==> src/rtl/reg_wb_arbiter_pkg.sv <==
// reg_wb_arbiter_pkg: shared encodings and default widths for the writeback arbiter
//   SEL_RD/SEL_RT/SEL_HI : register-destination mux select codes
//   state_t              : mul/div writeback sequence (IDLE -> MD_LO -> MD_HI)
//   DEF_DATA_W/DEF_ADDR_W: default register data/address widths
package reg_wb_arbiter_pkg;
    localparam int DEF_DATA_W = 16;
    localparam int DEF_ADDR_W = 4;
    localparam logic [1:0] SEL_RD = 2'd0;
    localparam logic [1:0] SEL_RT = 2'd1;
    localparam logic [1:0] SEL_HI = 2'd2;
    typedef enum logic [1:0] {IDLE = 2'd0, MD_LO = 2'd1, MD_HI = 2'd2} state_t;
endpackage

==> src/rtl/wb_starve_cnt.sv <==
// wb_starve_cnt: counts pipeline writes that bypass a pending mul/div half
//   clk, rst_n : clock, async active-low reset
//   inc        : a pipeline write was granted while a mul/div half is pending
//   clr        : mul/div half granted or sequence ended
//   fire       : counter at STARVE_MAX; forces the mul/div half this cycle
module wb_starve_cnt #(
    parameter int STARVE_MAX = 4
) (
    input  logic clk,
    input  logic rst_n,
    input  logic inc,
    input  logic clr,
    output logic fire
);
    localparam int CW = $clog2(STARVE_MAX + 1);
    logic [CW-1:0] cnt;
    always_ff @(posedge clk or negedge rst_n) begin
        if (!rst_n)
            cnt <= '0;
        else if (clr)
            cnt <= '0;
        else if (inc)
            cnt <= cnt + CW'(1);
    end
    // The forced grant clears the counter, so fire lasts exactly one cycle.
    assign fire = cnt == CW'(STARVE_MAX);
endmodule

==> src/rtl/reg_wb_arbiter.sv <==
// reg_wb_arbiter: single register-file write port shared by the WB stage and mul/div
//   alu_*/ld_*     : pipeline writeback sources (load wins when both valid)
//   md_*           : mul/div result handshake; lo -> md_rd, hi -> HI_REG
//   stall          : pipeline WB frozen this cycle to let a starved mul/div half through
//   dst_sel/wb_*   : registered write port, one cycle after the grant
//   err            : sticky alu/load collision flag, built only with WBARB_COLLIDE_CHK_EN
module reg_wb_arbiter
    import reg_wb_arbiter_pkg::*;
#(
    parameter int DATA_W     = DEF_DATA_W,
    parameter int ADDR_W     = DEF_ADDR_W,
    parameter int HI_REG     = 0,
    parameter int STARVE_MAX = 4
) (
    input  logic              clk,
    input  logic              rst_n,
    input  logic              alu_valid,
    input  logic [ADDR_W-1:0] alu_rd,
    input  logic [DATA_W-1:0] alu_data,
    input  logic              ld_valid,
    input  logic [ADDR_W-1:0] ld_rt,
    input  logic [DATA_W-1:0] ld_data,
    input  logic              md_valid,
    output logic              md_ready,
    input  logic [ADDR_W-1:0] md_rd,
    input  logic [DATA_W-1:0] md_lo,
    input  logic [DATA_W-1:0] md_hi,
    output logic              stall,
    output logic [1:0]        dst_sel,
    output logic              wb_en,
    output logic [ADDR_W-1:0] wb_addr,
    output logic [DATA_W-1:0] wb_data,
    output logic              err
);
    localparam logic [ADDR_W-1:0] HI_A = ADDR_W'(HI_REG);
    state_t            state, state_n;
    logic              alive, pipe, pend, hs, pipe_gnt, md_gnt, squash;
    logic [ADDR_W-1:0] hold_rd, p_addr, m_addr;
    logic [DATA_W-1:0] hold_lo, hold_hi, p_data, m_data;
    logic [1:0]        p_sel, m_sel;
    assign pipe     = alu_valid | ld_valid;
    assign p_addr   = ld_valid ? ld_rt : alu_rd;
    assign p_data   = ld_valid ? ld_data : alu_data;
    assign p_sel    = ld_valid ? SEL_RT : SEL_RD;
    assign pend     = state != IDLE;
    // alive keeps md_ready low until the first clock after reset release
    assign md_ready = alive & ~pend;
    assign hs       = md_valid & md_ready;
    assign pipe_gnt = pipe & ~stall;
    assign md_gnt   = pend & (~pipe | stall);
    assign m_addr   = (state == MD_HI) ? HI_A : hold_rd;
    assign m_data   = (state == MD_HI) ? hold_hi : hold_lo;
    assign m_sel    = (state == MD_HI) ? SEL_HI : SEL_RD;
    // A younger pipeline write to the same register makes the pending half obsolete.
    assign squash   = pipe_gnt & pend & (p_addr == m_addr);
    assign state_n  = hs ? MD_LO
                    : (md_gnt | squash) ? ((state == MD_LO) ? MD_HI : IDLE)
                    : state;
    wb_starve_cnt #(.STARVE_MAX(STARVE_MAX)) u_starve (
        .clk  (clk),
        .rst_n(rst_n),
        .inc  (pipe_gnt & pend),
        .clr  (md_gnt | (squash & (state == MD_HI))),
        .fire (stall)
    );
    always_ff @(posedge clk or negedge rst_n) begin
        if (!rst_n) begin
            state   <= IDLE;
            alive   <= 1'b0;
            hold_rd <= '0;
            hold_lo <= '0;
            hold_hi <= '0;
            wb_en   <= 1'b0;
            wb_addr <= '0;
            wb_data <= '0;
            dst_sel <= SEL_RD;
        end else begin
            state   <= state_n;
            alive   <= 1'b1;
            if (hs) begin
                hold_rd <= md_rd;
                hold_lo <= md_lo;
                hold_hi <= md_hi;
            end
            wb_en   <= pipe_gnt | md_gnt;
            wb_addr <= pipe_gnt ? p_addr : m_addr;
            wb_data <= pipe_gnt ? p_data : m_data;
            dst_sel <= pipe_gnt ? p_sel : m_sel;
        end
    end
`ifdef WBARB_COLLIDE_CHK_EN
    always_ff @(posedge clk or negedge rst_n) begin
        if (!rst_n)
            err <= 1'b0;
        else if (alu_valid & ld_valid)
            err <= 1'b1;
    end
`else
    assign err = 1'b0;
`endif
endmodule
==> config.mk <==
export PLATFORM = sky130hd
export DESIGN_NAME = reg_wb_arbiter
export DESIGN_NICKNAME = d
export VERILOG_FILES = /design/src/rtl/reg_wb_arbiter_pkg.sv /design/src/rtl/wb_starve_cnt.sv /design/src/rtl/reg_wb_arbiter.sv
export SDC_FILE = /design/constraint.sdc
export NUM_CORES = 1
export LEC_CHECK = 0
export BUFFER_PORTS_ARGS = -buffer_cell sky130_fd_sc_hd__buf_4
export CORE_ASPECT_RATIO = 1.1
export CORE_UTILIZATION = 55
export CTS_BUF_LIST = sky130_fd_sc_hd__clkbuf_2 sky130_fd_sc_hd__clkbuf_4 sky130_fd_sc_hd__clkbuf_8
export DETAILED_ROUTE_END_ITERATION = 7
export GPL_ROUTABILITY_DRIVEN = 1
export HOLD_SLACK_MARGIN = 0.12
export PLACE_DENSITY_LB_ADDON = 0.3
export SLEW_MARGIN = 20
export SYNTH_ARGS = -nofsm -noshare
export SYNTH_HDL_FRONTEND = slang
export SYNTH_SLANG_ARGS = --single-unit
==> constraint.sdc <==
create_clock -name clk -period 4.8 [get_ports clk]
set_input_delay 0.24 -clock clk [delete_from_list [all_inputs] [get_ports clk]]
set_output_delay 0.24 -clock clk [all_outputs]
set_load 0.01 [all_outputs]
==> results.json, run 1 <==
{
  "status": "completed",
  "grt.overflow.total": 0,
  "relSlewSlack_pct": 42.5,
  "worst_setup_path_startpoint": "state[0]",
  "detail_route.drc_violations": 0,
  "detail_route.wirelength_mm": 6.57,
  "ys_seq_elements": 65,
  "fillerInstances": 353,
  "r2r_start": "state[0]",
  "holdCritPathClass": "input pin to flop",
  "drv_slew": 0,
  "worst-r2r-cell-count": 6,
  "cts_max_level": 3,
  "synth_xor_area_share_pct": 0,
  "overall_via_count_from_detail_route": 2324,
  "num_rows": 27,
  "ir_worst_vdd_uv": 289,
  "crit_path_max_incr_delay_ns": 0.53,
  "clock_tree_buf_depth": 2,
  "postCtsResizedCells": 0,
  "io_pins": 107,
  "antenna_violating_nets_left": 0,
  "total_power_uw": 2200,
  "synthCells": 259,
  "final.min_clock_period_ns": 2.39,
  "cts.root.buffer_cell": "clkbuf_8",
  "finalCritPeriodShare_pct": 49.7,
  "wire_length_of_the_first_global_routing_pass_mm": 10.8,
  "mean_instance_size_in_the_synthesized_netlist_sq_um": 11.3,
  "synth_fa_ha_area_share_pct": 0.856,
  "clk-insertion-delay-late_ns": 0.34,
  "regArea_sq_mm": 0.00163,
  "reg2reg_to": "state[1]",
  "die_height_um": 78.5,
  "die_w_um": 71.5,
  "pin_count_of_the_biggest_net_entering_global_routing": 66,
  "end_kind": "flop",
  "vias_per_cell": 5.48,
  "cp.arrival_ns": 2.61,
  "synth.area.mux_share_pct": 15.6,
  "multi_input_comb_area_sq_mm": 0.00119,
  "synth.distinct_cells": 29,
  "die_area_sq_mm": 0.00561,
  "floorplan.initialDensity_pct": 57.7,
  "cell_internal_pwr_uw": 1480,
  "wl_per_cell_um": 15.5,
  "cellLeakagePower_uw": 0.00185,
  "port-buffer-count": 105,
  "compound_gate_portion_of_the_synthesized_area_pct": 11.0,
  "post_route_utilization_pct": 77.7,
  "critPathKind": "flop to flop",
  "yosys_warnings": 0,
  "hold_viol": 0,
  "globalRouteTotalUtil_pct": 25.8,
  "antenna_violations_before_repair": 0,
  "switching_share_pct": 32.8,
  "required_ns": 5.02,
  "core_region_area_sq_mm": 0.00507,
  "crit_chain": "nand2b_1, buf_6, and3_1, or4_4, o21ai_2, mux2_1",
  "cpMaxStageDelayCell": "or4_4",
  "drtIter0Drc": 144,
  "tritoncts": "built",
  "worstSetupEndpoint": "state[1]",
  "timing.setup.tns_ns": 0,
  "final-setup-viol-count": 0,
  "startpoint_type": "flop",
  "timing.critical_path.fanout_max": 21,
  "seqPwrFrac_pct": 42.7,
  "synth.yosys.seq_area_share_pct": 55.7,
  "worst_slew_pin_slew_ns": 0.863,
  "first_global_vias": 2311,
  "final.setup_skew_ns": 0.00520,
  "synth_nets": 342,
  "gp_routability_congestion": 0.776,
  "synthSimpleGateAreaFrac_pct": 13.1,
  "achievable-frequency_mhz": 419,
  "cts-buffers-inserted": 9,
  "switching_power_uw": 722,
  "max_cap_viol_count": 0,
  "ff2ff_setup_slack_ns": 2.41,
  "layout-drive-gt1-share_pct": 44.8,
  "num-nets-final": 444,
  "rsz0062_at_grt": "no",
  "clkTransAtPathRegs_ns": 0.07,
  "post-dp-hpwl_mm": 4.31,
  "clock_power_share_pct": 20.4,
  "power.combinational.fraction_pct": 36.9,
  "detail_route.first_pass.iterations": 4,
  "power.density_cell_area_mw_per_mm2": 560,
  "area_overhead_vs_synth_pct": 34.8,
  "synth_top_family_by_area": "multiplexers",
  "mostFrequentLayoutCell": "buf_4",
  "netlist_area_sq_mm": 0.00292,
  "antenna_cells_inserted": 0,
  "layout.cells.most_common_list": "106 x buf_4, 65 x dfrtp_1, 36 x nand2_1, 36 x mux2_2, 18 x nor2b_1",
  "cts_num_sinks": 65
}
## synthesized netlist by cell type
master    number  area (sq um)
a211oi_1      16           120
a21oi_1        4          20.0
a31oi_1       17           106
a32oi_1        1          8.76
and2_1         2          12.5
and3_1         5          31.3
buf_2          4          20.0
buf_4          2          15.0
buf_6          1          11.3
clkbuf_1      12          45.0
conb_1         2          7.51
dfrtp_1       65          1630
ha_1           2          25.0
inv_1          3          11.3
mux2_1         1          11.3
mux2_2        36           405
mux2i_1        4          40.0
nand2_1       36           135
nand2b_1       3          18.8
nand3_1        4          20.0
nor2_1         5          18.8
nor2b_1       18           113
nor3_1         1          5.00
o21ai_0        7          35.0
o21ai_1        3          15.0
o21ai_2        1          8.76
o21bai_1       1          7.51
or2_2          1          6.26
or4_4          2          22.5
## worst max-delay path: cells and delay by family, from the launching register on
| kind | cells | cell delay [ns] |
|---|---|---|
| and+or+nand+nor | 3 | 1.05 |
| AOI/OAI and AO/OA | 1 | 0.18 |
| muxes | 1 | 0.33 |
| DFF | 1 | 0.43 |
| buffers and inverters | 1 | 0.27 |
## sequential cells by signal (all words and copies together) (netlist names)
register and flops:
alive 1, dst_sel 2, hold_hi 16, hold_lo 16, hold_rd 4, state 2
u_starve.cnt 3, wb_addr 4, wb_data 16, wb_en 1
## layer usage
metal | vias to the layer above | global-route usage [%] | wire (um)
met3 | 11 | 6.93 | 422
met2 | 82 | 42.8 | 3310
met1 | 1120 | 31.3 | 2720
met4 | 0 | 12.0 | 117
met5 | - | 0 | 0
li1 | 1111 | - | -
## logic make-up (layout without fill, tap and decap cells)
kind of cell | Yosys count | after routing
fa+ha+maj | 2 | 2
flops | 65 | 65
buf+inv | 22 | 129
simple gates | 77 | 77
mux | 41 | 41
compound gates | 50 | 50
other cells | 2 | 2
## power by group through the flow
stage               Sequential [uW]  Combinational (uW)  Clock [uW]
floorplan                       960                 474           0
detailed placement              948                 803           0
CTS                             940                 814         455
global placement                935                 777           0
finish                          941                 813         450
global route                    972                 894         479
## cell type report
cell class	count	share of cell area (%)
inverter	3	0.286
tap	58	1.84
sequential	65	41.3
clock inverter	2	0.254
timing repair buffer	110	21.3
multi-input combinational	172	30.3
clock buffer	14	4.73
## what timing repair did
item                                    in CTS  in global routing
setup buffers                                0                  0
hold buffers                                 3                  0
endpoints found under the setup margin       0                  0
hold endpoints to repair                    67                  0
## through the flow
stage / std cells / setup slack [ns] / hold WS [ns] / area, sq um
floorplan: 259 / 2.83 / -0.0556 / 2920
global placement: 404 / 2.17 / 0.373 / 3700
detailed placement: 404 / 2.11 / 0.380 / 3700
CTS: 423 / 2.10 / 0.120 / 3930
global route: 424 / 2.34 / 0.123 / 3940
finish: 424 / 2.41 / 0.134 / 3940
## how the worst min path moves through the flow
| stage | from | endpoint | slack (ns) | depth (start not counted) |
|---|---|---|---|---|
| final | md_hi[12] | hold_hi[12] | 0.13 | 2 |
| after global routing | md_hi[10] | hold_hi[10] | 0.12 | 2 |
| after CTS | md_hi[7] | hold_hi[7] | 0.12 | 2 |
| after detailed placement | rst_n | wb_data[2] | 0.38 | 1 |
| after global placement | rst_n | hold_hi[2] | 0.37 | 1 |
| after floorplan | rst_n | alive | -0.06 | 0 |
(Power assumes the default switching activity.)
==> run 2: changes to the inputs <==
- CORE_UTILIZATION: 55 -> 46
- clock period: 4.8 -> 2 ns (I/O delays scaled with it)
==> results.json, run 2 (synthesis gave the netlist of run 1 again) <==
{
  "worst-r2r-cell-count": 5,
  "cts-buffers-inserted": 9,
  "die_w_um": 78,
  "floorplan.initialDensity_pct": 47.5,
  "cts.root.buffer_cell": "clkbuf_8",
  "fin_hold_ws_ns": 0.107,
  "overall_via_count_from_detail_route": 2606,
  "holdCritPathClass": "input pin to flop",
  "grt.overflow.total": 0,
  "final-setup-viol-count": 0,
  "pin_count_of_the_biggest_net_entering_global_routing": 66,
  "min-delay-start": "ld_rt[1]",
  "port-buffer-count": 105,
  "layout-drive-gt1-share_pct": 41.0,
  "final.setup_skew_ns": 0.00625,
  "mostFrequentLayoutCell": "buf_4",
  "detail_route.wirelength_mm": 7.67,
  "final.min_clock_period_ns": 1.95,
  "status": "completed",
  "antenna_violating_nets_left": 0,
  "worst_setup_path_startpoint": "alu_rd[3]",
  "drv_slew": 0,
  "post-dp-hpwl_mm": 4.65,
  "worst_slew_pin_slew_ns": 0.810,
  "num-nets-final": 512,
  "rsz0062_at_grt": "no",
  "cellLeakagePower_uw": 0.00214,
  "area_overhead_vs_synth_pct": 58.7,
  "critPathKind": "input pin to flop",
  "clk-insertion-delay-late_ns": 0.33,
  "timing.critical_path.fanout_max": 3,
  "clock_tree_buf_depth": 2,
  "end_kind": "flop",
  "antenna_cells_inserted": 0,
  "layout.cells.most_common_list": "117 x buf_4, 65 x dfrtp_1, 59 x dlygate4sd3_1, 36 x nand2_1, 36 x mux2_2",
  "wl_per_cell_um": 14.9,
  "globalRouteTotalUtil_pct": 25.2,
  "first_global_vias": 2755,
  "clkTransAtPathRegs_ns": 0.06,
  "fin_ws_ns": 0.0544,
  "cts_num_sinks": 65,
  "crit_chain": "dlygate4sd3_1, buf_4, mux2i_1, a21oi_1, or4_4, o21ai_2, mux2_1",
  "detail_route.first_pass.iterations": 4,
  "wire_length_of_the_first_global_routing_pass_mm": 12.7,
  "core_region_area_sq_mm": 0.00616,
  "antenna_violations_before_repair": 0,
  "crit_path_max_incr_delay_ns": 0.56,
  "place_worst_setup_slack_ns": -0.0820,
  "max_cap_viol_count": 0,
  "gp_routability_congestion": 0.778,
  "met2_usage_pct": 45.2,
  "required_ns": 2.21,
  "die_height_um": 85.6,
  "io_pins": 107,
  "finalCritPeriodShare_pct": 97.3,
  "cts_max_level": 3,
  "detail_route.drc_violations": 0,
  "count_of_cells_along_the_worst_hold_path": 3,
  "met1_demand_to_capacity_share_in_global_routing_pct": 28.5,
  "achievable-frequency_mhz": 514,
  "ff2ff_setup_slack_ns": 0.10,
  "ir_worst_vdd_uv": 681,
  "vias_per_cell": 5.07,
  "finalNonFillerCells": 514,
  "relSlewSlack_pct": 46.0,
  "global_route.peak_usage_layer": "met2",
  "cpMaxStageDelayCell": "or4_4",
  "r2r_start": "state[0]",
  "die_area_sq_mm": 0.00668,
  "num_rows": 30,
  "reg_top3": "hold_hi: 16 flops, hold_lo: 16 flops, wb_data: 16 flops",
  "timing.hold.worst_endpoint": "wb_addr[1]",
  "cp.arrival_ns": 2.16,
  "tritoncts": "built",
  "hold_viol": 0,
  "startpoint_type": "input pin",
  "drtIter0Drc": 125,
  "power.density_cell_area_mw_per_mm2": 1180,
  "reg2reg_to": "state[1]",
  "groute.layer.met3.usage_pct": 4.26,
  "dp_cells": 439
}
[run 2: cell count changes in the layout (fill, tap and decap cells not counted), moves of 2 or more]
cell           before  now
dlygate4sd3_1       3   59
clkbuf_4            1    3
clkbuf_8           13   11
buf_12              0    2
buf_4             106  117
[run 2: area by class of cell]
cell class | count | area, sq um
sequential | 65 | 1630
clock buffer | 14 | 174
tap | 80 | 100
timing repair buffer | 178 | 1510
inverter | 3 | 11.3
multi-input combinational | 172 | 1210
clock inverter | 2 | 12.5
fill | 424 | 1520
[run 2: through the flow]
stage	utilization [%]	TNS (ns)	area (sq um)	total power, uW
finish	75.4	0	4640	5460
global route	75.4	0	4640	5840
CTS	75.3	0	4640	5490
detailed placement	62.6	-0.0820	3850	4340
global placement	62.6	-0.00958	3850	4270
floorplan	-	0	2920	3440
[run 2: repair_timing]
action,CTS,global route
gates resized for setup,2,1
pin swaps,0,0
hold endpoints to repair,121,0
setup buffers,0,0
hold buffers,59,0
endpoints found under the setup margin,1,1
[run 2: worst max-delay path: cells and delay by family]
kind | cells | cell delay, ns
AO/OA/AOI/OAI | 2 | 0.25
buffers and inverters | 2 | 0.67
multiplexers | 2 | 0.57
AND/OR/NAND/NOR | 1 | 0.56
[run 2: how the worst max path moves through the flow]
stage / to / slack, ns / depth (start not counted)
after floorplan: state[1] / 0.03 / 6
after global placement: state[1] / -0.01 / 5
after detailed placement: state[1] / -0.08 / 5
after CTS: state[1] / 0.09 / 5
after global routing: state[1] / 0.01 / 7
final: state[1] / 0.05 / 7
[run 2: metal layers]
metal  vias up  routed length, um
met5         -                  0
met3        18                360
met2        88               4100
met4         0                210
met1      1256               3000
li1       1244                  -
[run 2: report_power, final]
group / total [uW] / leakage [uW] / switching (uW) / internal [uW]
Clock: 1020 / 0.0000969 / 467 / 558
Combinational: 2190 / 0.00127 / 972 / 1220
Sequential: 2250 / 0.000770 / 313 / 1940
